<file path="config.mk">
export PLATFORM = sky130hd
export DESIGN_NAME = trap_ctrl_n
export DESIGN_NICKNAME = d
export VERILOG_FILES = /design/src/rtl/trap_ctrl_n.sv
export SDC_FILE = /design/constraint.sdc
export NUM_CORES = 1
export LEC_CHECK = 0
export BUFFER_PORTS_ARGS = -buffer_cell sky130_fd_sc_hd__buf_4
export CORE_MARGIN = 1
export CORE_UTILIZATION = 45
export CTS_BUF_LIST = sky130_fd_sc_hd__clkbuf_2
export CTS_CLUSTER_SIZE = 40
export DETAILED_ROUTE_END_ITERATION = 8
export PLACE_DENSITY = 0.78
export SLEW_MARGIN = 20
export SYNTH_ARGS = -nofsm -noshare
export SYNTH_HDL_FRONTEND = slang
export SYNTH_SLANG_ARGS = --single-unit
</file>
<file path="constraint.sdc">
create_clock -name clk -period 4.3 [get_ports clk]
set_input_delay 1.075 -clock clk [delete_from_list [all_inputs] [get_ports clk]]
set_output_delay 1.075 -clock clk [all_outputs]
set_load 0.02 [all_outputs]
</file>
<file path="src/rtl/trap_ctrl_n.sv">
// trap_ctrl_n: machine-mode trap controller.
// Arbitrates synchronous exceptions against NUM_IRQ maskable interrupt lines,
// sequences the mstatus/mepc/mcause/mtval CSR writes, redirects the PC to the
// handler and reports interrupt completion on mret.
// Optional feature macro: TRAP_VECTORED_EN (vectored interrupt entry when
// mtvec[1:0]==2'b01). Without it the handler is always the mtvec base.
module trap_ctrl_n #(
  parameter int XLEN     = 32,
  parameter int NUM_IRQ  = 16,
  parameter int IRQ_BASE = 2,
  parameter int IDW      = (NUM_IRQ > 1) ? $clog2(NUM_IRQ) : 1
) (
  input  logic               clk,
  input  logic               rst_n,
  input  logic [XLEN-1:0]    csr_rdata_i,
  output logic [XLEN-1:0]    csr_wdata_o,
  output logic               csr_we_o,
  output logic [11:0]        csr_addr_o,
  input  logic               exc_valid_i,
  input  logic [4:0]         exc_code_i,
  input  logic [XLEN-1:0]    exc_tval_i,
  input  logic [NUM_IRQ-1:0] irq_i,
  input  logic [NUM_IRQ-1:0] irq_en_i,
  input  logic               mie_i,
  input  logic               wfi_i,
  input  logic               mret_i,
  input  logic [XLEN-1:0]    pc_i,
  input  logic [XLEN-1:0]    pc_n_i,
  output logic [XLEN-1:0]    pc_n_o,
  output logic               trap_jump_o,
  output logic               trap_in_o,
  output logic [NUM_IRQ-1:0] irq_ack_o,
  output logic               irq_cplt_o,
  output logic [IDW-1:0]     irq_cplt_id_o
);

  // Cause code width: wide enough for the largest interrupt code, never below 5.
  localparam int CW = ((IRQ_BASE + NUM_IRQ) > 32) ? $clog2(IRQ_BASE + NUM_IRQ) : 5;

  localparam logic [11:0] ADDR_MSTATUS = 12'h300;
  localparam logic [11:0] ADDR_MTVEC   = 12'h305;
  localparam logic [11:0] ADDR_MEPC    = 12'h341;
  localparam logic [11:0] ADDR_MCAUSE  = 12'h342;
  localparam logic [11:0] ADDR_MTVAL   = 12'h343;

  typedef enum logic [2:0] {
    IDLE,
    SWFI,
    CMIE,
    WEPC,
    WCAU,
    WTVL,
    JUMP
  } state_t;

  state_t state, state_nxt;

  logic [NUM_IRQ-1:0] pend;
  logic [IDW-1:0]     winner;
  logic               take;

  logic               is_irq_q;
  logic [CW-1:0]      code_q;
  logic [XLEN-1:0]    tval_q;
  logic [XLEN-1:0]    epc_q;
  logic [IDW-1:0]     id_q;

  logic               insvc;
  logic [IDW-1:0]     insvc_id;
  logic               ack_any;
  logic               cplt_now;
  logic [XLEN-1:0]    mtvec_base;
  logic [XLEN-1:0]    handler_pc;

  assign pend    = irq_i & irq_en_i;
  assign take    = exc_valid_i | (mie_i & (|pend));
  assign ack_any = (state == CMIE) && is_irq_q;
  assign cplt_now = mret_i & insvc;

  assign irq_ack_o  = ack_any ? (NUM_IRQ'(1) << id_q) : '0;
  assign mtvec_base = {csr_rdata_i[XLEN-1:2], 2'b00};

  // Priority encoder: the lowest-numbered pending line wins.
  always_comb begin
    winner = '0;
    for (int i = NUM_IRQ - 1; i >= 0; i--) begin
      if (pend[i]) winner = IDW'(i);
    end
  end

  // Handler address from mtvec, optionally offset by the interrupt cause.
  always_comb begin
    handler_pc = mtvec_base;
`ifdef TRAP_VECTORED_EN
    if (is_irq_q && (csr_rdata_i[1:0] == 2'b01)) begin
      handler_pc = mtvec_base + (XLEN'(code_q) << 2);
    end
`endif
  end

  // State register; reset abandons any sequence in flight.
  always_ff @(posedge clk or negedge rst_n) begin
    if (!rst_n) state <= IDLE;
    else        state <= state_nxt;
  end

  // Next-state: wait/idle decisions, then a fixed five-cycle write sequence.
  always_comb begin
    state_nxt = state;
    case (state)
      IDLE: begin
        if (take)       state_nxt = CMIE;
        else if (wfi_i) state_nxt = SWFI;
      end
      SWFI: begin
        if (take)        state_nxt = CMIE;
        else if (|pend)  state_nxt = IDLE;
      end
      CMIE:    state_nxt = WEPC;
      WEPC:    state_nxt = WCAU;
      WCAU:    state_nxt = WTVL;
      WTVL:    state_nxt = JUMP;
      JUMP:    state_nxt = IDLE;
      default: state_nxt = IDLE;
    endcase
  end

  // Capture the trap context on entry so later input changes are ignored.
  always_ff @(posedge clk or negedge rst_n) begin
    if (!rst_n) begin
      is_irq_q <= 1'b0;
      code_q   <= '0;
      tval_q   <= '0;
      epc_q    <= '0;
      id_q     <= '0;
    end else if (state_nxt == CMIE) begin
      is_irq_q <= !exc_valid_i;
      code_q   <= exc_valid_i ? CW'(exc_code_i) : (CW'(IRQ_BASE) + CW'(winner));
      tval_q   <= exc_valid_i ? exc_tval_i : '0;
      epc_q    <= pc_i;
      id_q     <= winner;
    end
  end

  // CSR write strobes, stall and PC redirect decoded from the current state.
  always_comb begin
    csr_we_o    = 1'b0;
    csr_addr_o  = '0;
    csr_wdata_o = '0;
    trap_jump_o = 1'b0;
    trap_in_o   = 1'b0;
    pc_n_o      = pc_n_i;
    case (state)
      IDLE: trap_in_o = take;
      SWFI: trap_in_o = 1'b1;
      CMIE: begin
        trap_in_o      = 1'b1;
        csr_we_o       = 1'b1;
        csr_addr_o     = ADDR_MSTATUS;
        csr_wdata_o    = csr_rdata_i;
        csr_wdata_o[7] = csr_rdata_i[3];
        csr_wdata_o[3] = 1'b0;
      end
      WEPC: begin
        trap_in_o   = 1'b1;
        csr_we_o    = 1'b1;
        csr_addr_o  = ADDR_MEPC;
        csr_wdata_o = epc_q;
      end
      WCAU: begin
        trap_in_o   = 1'b1;
        csr_we_o    = 1'b1;
        csr_addr_o  = ADDR_MCAUSE;
        csr_wdata_o = {is_irq_q, (XLEN-1)'(code_q)};
      end
      WTVL: begin
        trap_in_o   = 1'b1;
        csr_we_o    = 1'b1;
        csr_addr_o  = ADDR_MTVAL;
        csr_wdata_o = tval_q;
      end
      JUMP: begin
        trap_in_o   = 1'b1;
        trap_jump_o = 1'b1;
        csr_addr_o  = ADDR_MTVEC;
        pc_n_o      = handler_pc;
      end
      default: ;
    endcase
  end

  // In-service tracking: completion reports the old id even when a new accept lands the same cycle.
  always_ff @(posedge clk or negedge rst_n) begin
    if (!rst_n) begin
      insvc         <= 1'b0;
      insvc_id      <= '0;
      irq_cplt_o    <= 1'b0;
      irq_cplt_id_o <= '0;
    end else begin
      irq_cplt_o <= cplt_now;
      if (cplt_now) irq_cplt_id_o <= insvc_id;
      if (ack_any) begin
        insvc    <= 1'b1;
        insvc_id <= id_q;
      end else if (cplt_now) begin
        insvc <= 1'b0;
      end
    end
  end

endmodule

</file>
# Word level (Yosys, flattened, before mapping)
# Index checks and enable logic that the tools add are counted.
# totals
inputBits,171
out_inout_bits,100
register_bits,87
word_cells,62
# op_classes
bitwise_logic,4
n_shift,1
n_eq_ne,7
n_reduce_logical,7
addsub,1
n_mux,32
# op_table
cell,count
$pmux W32 S4,1
$mux W32,2
$mux W4,16
$pmux W10 S5,1
$pmux W3 S6,1
$and A16 B16 Y16,1
$mux W16,1
$reduce_or A16 Y1,1
$shl A1 B4 Y16 const A,1
$mux W3,4
$eq A3 B2 Y1 const B,3
$eq A3 B3 Y1 const B,3
$reduce_or A6 Y1,1
$add A2 B4 Y5 const A,1
$mux W5,1
$mux W1,4
$reduce_or A4 Y1,1
$eq A3 B1 Y1 const B,1
$logic_not A3 Y1,1
$and A1 B1 Y1,2
$pmux W1 S2,1
$reduce_bool A2 Y1,1
$logic_and A1 B1 Y1,1
$logic_not A1 Y1,1
$or A1 B1 Y1,1

# Depth between registers and ports, before layout
# Gate-level depths: netlist (run 1).
# logic_depth
depth_word,19
mapped_depth,8
ltp_nobuf,5

# Worst setup path after synthesis (run 1)
# Ideal clock, no wire load.
# synth_path
path_kind,input port to output port
from,in irq_i[8]
to,out trap_in_o
slack_ps,1086
cell_stages,5
n_path_buf,0
arrival_time_ps,2139
t_required_ps,3225
cell_sequence,a22oi_1 > nand4_1 > o21ai_0 > and2_1 > a31oi_1
# synth_between
elab_chain_len,5
# synth_lines
element,line,rtl
start: declaration,22,"input logic [NUM_IRQ-1:0] irq_i,"
$and A16 B16 Y16,75,assign pend = irq_i & irq_en_i;
$reduce_or A16 Y1,76,assign take = exc_valid_i | (mie_i & (|pend));
$and A1 B1 Y1,76,
$or A1 B1 Y1,76,
$pmux W1 S2,153,case (state)
end: declaration,31,"output logic trap_in_o,"
# No other way between the ends.

# Worst setup path in the final report (run 1)
# layout_path
from,reg state[0]
to,out pc_n_o[7]
# layout_between
elab_chain_len,2
# layout_lines
element,line,rtl
start: declaration,56,"state_t state, state_nxt;"
start signal: assignment,104,else state <= state_nxt;
$eq A3 B3 Y1,153,
$mux W32,153,
end: declaration,29,"output logic [XLEN-1:0] pc_n_o,"
# No other way between the ends.

==> flow_metrics.tcl, run 1 <==
set metrics [dict create \
    outcome "finished, final reports clean" \
    post_drt_wl_per_cell_um 15.9 \
    diodes 0 \
    die_w_um 108 \
    grt_max_degree 83 \
    hold_buffers 0 \
    power.total_mw 4.22 \
    antenna_left 0 \
    ys_seq_elements 87 \
    final-max-slew-violation-count 0 \
    grt_pass1_wl_um 22900 \
    worstSetupPathType "flop to primary output" \
    finalHoldViolations 0 \
    cap_violations 0 \
    layout.nets 954 \
    netlist_top_cells_area "dfrtp_1, nand2_1, mux2_2" \
    pwr-share-seq_pct 34.5 \
    synth_top_area_share_pct 43.4 \
    relSlewSlack_pct 56.3 \
    worst-endpoint-arrival_ns 2.86 \
    ir_worst_vdd_uv 375 \
    synth_top_area_cell "dfrtp_1" \
    area_growth_pct 43.7 \
    rows 38 \
    internal_power_mw 2.37 \
    async_flop_share_pct 100 \
    skew_ns 0.0442 \
    setup_viol 0 \
    setup_tns_ns 0 \
    cts_buffer_depth 2 \
    fin_crit_ns 3.93 \
    p_switching_mw 1.85 \
    clock-sinks 87 \
    ys_warn_count 0 \
    place.gp.congestion 0.848 \
    synth-seq-area-share_pct 43.4 \
    path_delay_family "simple AND/OR/NAND/NOR gates" \
    period_share_pct 91.4 \
    grt_antenna_before_repair 0 \
    core_um2 10800 \
    dieArea_um2 11600 \
    grt_overflow_total 0 \
    synth_most_common_cell "nand2_1" \
    start_util_pct 46.2 \
    ys_types 43 \
    clk_latency_ns 0.55 \
    dr.pass1.iters 5 \
    worstPathMaxFanout 20 \
    combPwrFrac_pct 54.5 \
    cts_setup_buffers 0 \
    cts_tree "done" \
    h-tree-depth 3 \
    cts_made_buffers 9 \
    dp_worst_setup_slack_ns 0.761 \
    max_stage_delay_ns 0.68 \
    stdcell_area_um2 7200 \
    crit_path_start_kind "flop" \
    drt_iter0_drc 224 \
    synth-main-ff-cell "dfrtp_1" \
    min_path_type "input port to asynchronous set/reset pin" \
    cp.required_ns 3.22 \
    syn_avg_cell_area_um2 9.34 \
    grt_pass1_vias 4678 \
    ys_top_cells_by_count "nand2_1, dfrtp_1, o21ai_0" \
    grt_use_total_pct 25.3 \
    port_buffers 264 \
    drive_gt1_share_pct 43.0 \
    vias 4964 \
    place_hpwl_um 11100 \
    fmax_mhz 254 \
    place_area_um2 7070 \
    cp_slowest_cell "dfrtp_2" \
    synth_cells 537 \
    wl_um 14800 \
    worst_slew_pin_slew_ns 0.654 \
    cts_resized 0 \
    cts_root_buf "clkbuf_2" \
    p_per_area_nw_per_um2 585 \
    power.leakage_nw 3.66 \
    swShare_pct 43.8 \
    viasPerCell 5.35 \
    setup_slack_ns 0.369 \
    cp_num_buf_inv 2 \
    rsz0062_at_grt "no" \
    synth_area_um2 5010 \
    path_clk_slew_ns 0.28 \
    io_pins 271 \
    path_cells "nor2b_1 > nand2_1 > inv_1 > mux2_2 > buf_4" \
    setup.worst_path.end_class "primary output" \
    p_clk_share_pct 11.0 \
    synth_edf_count 0 \
    drc_errors 0 \
    fp.dieH_um 108 \
]
[layer usage]
layer / global-route usage (%) / vias to the layer above / wire length (um) / share of wire (%)
met5: 0 / - / 0 / 0
met4: 7.53 / 0 / 252 / 1.7
met3: 4.18 / 27 / 938 / 6.4
met2: 44.4 / 199 / 7580 / 51
met1: 31.8 / 2385 / 5980 / 41
li1: - / 2353 / - / -
[kinds of logic (layout without fill, tap and decap cells)]
kind of cell / count (synthesis) / count (layout) / share of synthesized area [%]
compound gates: 83 / 83 / 11.3
xor+xnor: 1 / 1 / 0.175
buf+inv: 50 / 296 / 4.77
flops: 87 / 87 / 43.4
mux: 103 / 103 / 22.2
other cells: 1 / 6 / 0.0748
simple gates: 212 / 212 / 18.0
[sequential cells by signal, indices dropped and copies added (netlist names)]
signal         cells
epc_q             32
state              3
tval_q            32
id_q               4
irq_cplt_id_o      4
insvc_id           4
irq_cplt_o         1
code_q             5
insvc              1
is_irq_q           1
[per-stage QoR]
| stage | hold slack [ns] | utilization (%) | cells |
|---|---|---|---|
| 2_1_floorplan | 0.438 | - | 542 |
| 3_3_place_gp | 0.451 | 65.2 | 912 |
| 3_5_place_dp | 0.455 | 65.2 | 912 |
| 4_1_cts | 0.448 | 66.5 | 928 |
| 5_1_grt | 0.448 | 66.5 | 928 |
| 6_report | 0.474 | 66.5 | 928 |
[worst paths after layout]
path,start,endpoint,slack (ns),cells after the start
min in group clk,tval_q[5],tval_q[5],0.50,2
setup / recovery,state[0],pc_n_o[7],0.37,5
hold reg to reg,tval_q[5],tval_q[5],0.50,2
max in group asynchronous,rst_n,tval_q[12],2.83,2
setup reg to reg,state[1],epc_q[25],2.09,6
hold / removal,rst_n,tval_q[19],0.47,1
[worst reg2reg max path, delay by kind of cell, from the launching register on]
kind / cells / cell delay, ns
multiplexers: 1 / 0.43
buffers and inverters: 2 / 0.60
AO/OA/AOI/OAI: 2 / 0.33
AND/OR/NAND/NOR: 1 / 0.15
flip-flops: 1 / 0.57
[placed cells by master (no fill, tap or decap), types with 2 or more instances in the layout]
cell type  instances
and3_1             3
nand4_1            2
o22ai_1            6
a22o_1             3
nor2_1            18
mux2i_1           36
buf_12             2
nor3_1             4
dfrtp_1           86
inv_1              9
a32oi_1            3
nor2b_1            3
and2_1             4
clkbuf_2           9
inv_8              2
nand2_1          133
mux2_1            28
o21ai_0           41
nand3_1           33
nand2b_1           6
o211ai_1           3
inv_6              3
conb_1             6
a21oi_1            4
a22oi_2            5
mux2_2            39
a22oi_1            4
buf_4            269
a31oi_1            4
[final cells by class]
type,count,area [um2]
timing repair buffer,271,2060
fill,919,3640
multi-input combinational,405,2630
sequential,87,2180
inverter,9,33.8
clock inverter,7,86.3
clock buffer,9,45.0
tap,140,175
[power by group through the flow]
stage / clock network (mW) / registers, mW / logic [mW]
2_1_floorplan: 0 / 1.36 / 1.53
3_3_place_gp: 0 / 1.45 / 2.26
6_report: 0.466 / 1.45 / 2.30
4_1_cts: 0.481 / 1.45 / 2.32
5_1_grt: 0.515 / 1.51 / 2.49
3_5_place_dp: 0 / 1.47 / 2.31
(Power assumes the default switching activity.)
==> inputs of run 2 (changes only) <==
ABC_AREA = 1   (was unset)
GPL_TIMING_DRIVEN = 0   (was unset)
PLACE_DENSITY = 0.8   (was 0.78)
==> flow_metrics.tcl, run 2 <==
set metrics [dict create \
    outcome "finished, final reports clean" \
    setup.worst_path.end_class "primary output" \
    post_drt_wl_per_cell_um 16.1 \
    hold_depth 2 \
    r2r_cells 7 \
    vias 5461 \
    cap_violations 0 \
    place_hpwl_um 12900 \
    grt_overflow_total 0 \
    dr.pass1.iters 6 \
    relSlewSlack_pct 45.5 \
    clock-sinks 87 \
    worst-endpoint-arrival_ns 2.75 \
    mostFrequentLayoutCell "buf_4" \
    n_fill_cell 902 \
    yosys.area_share.adder_pct 0 \
    synth_top_area_cell "dfrtp_1" \
    cp.required_ns 3.22 \
    pwr-share-seq_pct 30.6 \
    path_clk_slew_ns 0.23 \
    p_per_area_nw_per_um2 634 \
    synth_cells 629 \
    synth-main-ff-cell "dfrtp_1" \
    synth.area.mux_share_pct 0 \
    synth-seq-area-share_pct 45.7 \
    power.total_mw 4.47 \
    use_met3_pct 5.93 \
    min-delay-start "insvc_id[2]" \
    crit_path_start_kind "flop" \
    core_um2 10300 \
    diodes 0 \
    area_growth_pct 48.1 \
    drt_iter0_drc 430 \
    synth_compound_area_share_pct 19.3 \
    critPathLaunch "state[2]" \
    final_cell_mix "buf_4, nand2_1, dfrtp_1, inv_1, o21ai_0" \
    port_buffers 264 \
    async_flop_share_pct 100 \
    die_w_um 105 \
    worst_slew_pin_slew_ns 0.818 \
    ys_warn_count 0 \
    ys_top_cells_by_count "nand2_1, dfrtp_1, inv_1" \
    drc_errors 0 \
    skew_ns 0.0302 \
    finalHoldViolations 0 \
    regToRegEndpoint "id_q[0]" \
    use_met1_pct 37.9 \
    clk_latency_ns 0.53 \
    synth_xor_area_share_pct 0.184 \
    synth_area_um2 4760 \
    p_switching_mw 2.13 \
    h-tree-depth 3 \
    grt_max_degree 88 \
    netlist_top_cells_area "dfrtp_1, nand2_1, o21ai_0" \
    grt.busiest_layer "met2" \
    whs_endpoint "irq_cplt_id_o[2]" \
    start_util_pct 46.3 \
    grt.met2_usage_pct 53.9 \
    syn_avg_cell_area_um2 7.57 \
    worstReg2RegStart "state[0]" \
    fp.dieH_um 105 \
    dieArea_um2 11000 \
    fmax_mhz 262 \
    cts_resized 0 \
    ir_worst_vdd_uv 396 \
    fin_crit_ns 3.82 \
    cts_setup_buffers 0 \
    swShare_pct 47.6 \
    cts_buffer_depth 2 \
    io_pins 271 \
    viasPerCell 5.20 \
    synth_most_common_cell "nand2_1" \
    fin_util_pct 68.6 \
    synth_top_family_by_area "simple AND/OR/NAND/NOR gates" \
    drive_gt1_share_pct 34.5 \
    layout.nets 1080 \
    reg_top3 "epc_q (32), tval_q (32), code_q (5)" \
    worstSetupPathType "flop to primary output" \
    final-max-slew-violation-count 0 \
    grt_use_total_pct 31.0 \
    ys_types 34 \
    combPwrFrac_pct 60.0 \
    grt_pass1_wl_um 26600 \
    cts_tree "done" \
    grt_antenna_before_repair 0 \
    ys_seq_elements 87 \
    place.gp.congestion 0.893 \
    wl_um 16900 \
    period_share_pct 88.9 \
    power.leakage_nw 3.83 \
    setup_tns_ns 0 \
    synthSimpleGateAreaFrac_pct 25.2 \
    cts_root_buf "clkbuf_2" \
    min_path_type "flop to flop" \
    grt_pass1_vias 5430 \
    rsz0062_at_grt "no" \
    synth_top_area_share_pct 45.7 \
    setup_viol 0 \
    antenna_left 0 \
    rows 37 \
    internal_power_mw 2.34 \
    cts_made_buffers 9 \
    p_clk_share_pct 9.5 \
    hold_buffers 0 \
    ff2ff_setup_slack_ns 2.10 \
    synth_edf_count 0 \
    worstPathMaxFanout 10 \
]
-- run 2: final cells by class --
type / count / area [um2] / share of cell area [%]
plain buffers: 37 / 214 / 3.03
well taps: 136 / 170 / 2.41
repair buffers: 264 / 1990 / 28.1
clock inverters: 7 / 72.6 / 1.03
flip-flops and latches: 87 / 2180 / 30.9
clock buffers: 9 / 45.0 / 0.639
inverters: 64 / 243 / 3.44
multi-input cells: 446 / 2150 / 30.4
-- run 2: cell families after synthesis --
logic type      count (synthesis)
simple gates                  301
compound gates                138
buf+inv                       101
flops                          87
xor+xnor                        1
other cells                     1
-- run 2: power by group through the flow --
stage	sequential [mW]	clock, mW	combinational (mW)
4_1_cts	1.36	0.428	2.67
3_3_place_gp	1.36	0	2.60
2_1_floorplan	1.35	0	1.61
3_5_place_dp	1.38	0	2.66
6_report	1.37	0.423	2.68
5_1_grt	1.40	0.461	2.91
-- run 2: worst max path at each step --
| stage | depth (start not counted) | endpoint | slack, ns |
|---|---|---|---|
| final | 8 | csr_addr_o[9] | 0.48 |
| after global routing | 8 | csr_addr_o[9] | 0.35 |
| after CTS | 8 | csr_addr_o[9] | 0.52 |
| after detailed placement | 10 | trap_in_o | 1.08 |
| after global placement | 10 | trap_in_o | 1.10 |
| after floorplan | 8 | trap_in_o | 1.30 |
-- run 2: critical path, stage by stage, from the launching register on --
cell and delay, ns:
dfrtp_1 0.47, inv_1 0.11, nand2_1 0.11, nor2_1 0.06, inv_1 0.24, clkbuf_1 0.55, nand4_1 0.32, buf_4 0.22
buf_4 0.14
-- run 2: through the flow --
step	cells	hold slack (ns)	setup WS (ns)	cell area, um2
2_1_floorplan	634	0.442	1.30	4780
3_3_place_gp	1034	0.454	1.10	6930
3_5_place_dp	1034	0.456	1.08	6930
4_1_cts	1050	0.508	0.521	7050
5_1_grt	1050	0.538	0.348	7050
6_report	1050	0.501	0.479	7050
-- run 2: routing by layer --
layer,vias to the layer above,routed length (um)
li1,2586,-
met1,2566,6710
met2,266,8320
met3,43,1340
met4,0,514
met5,-,0
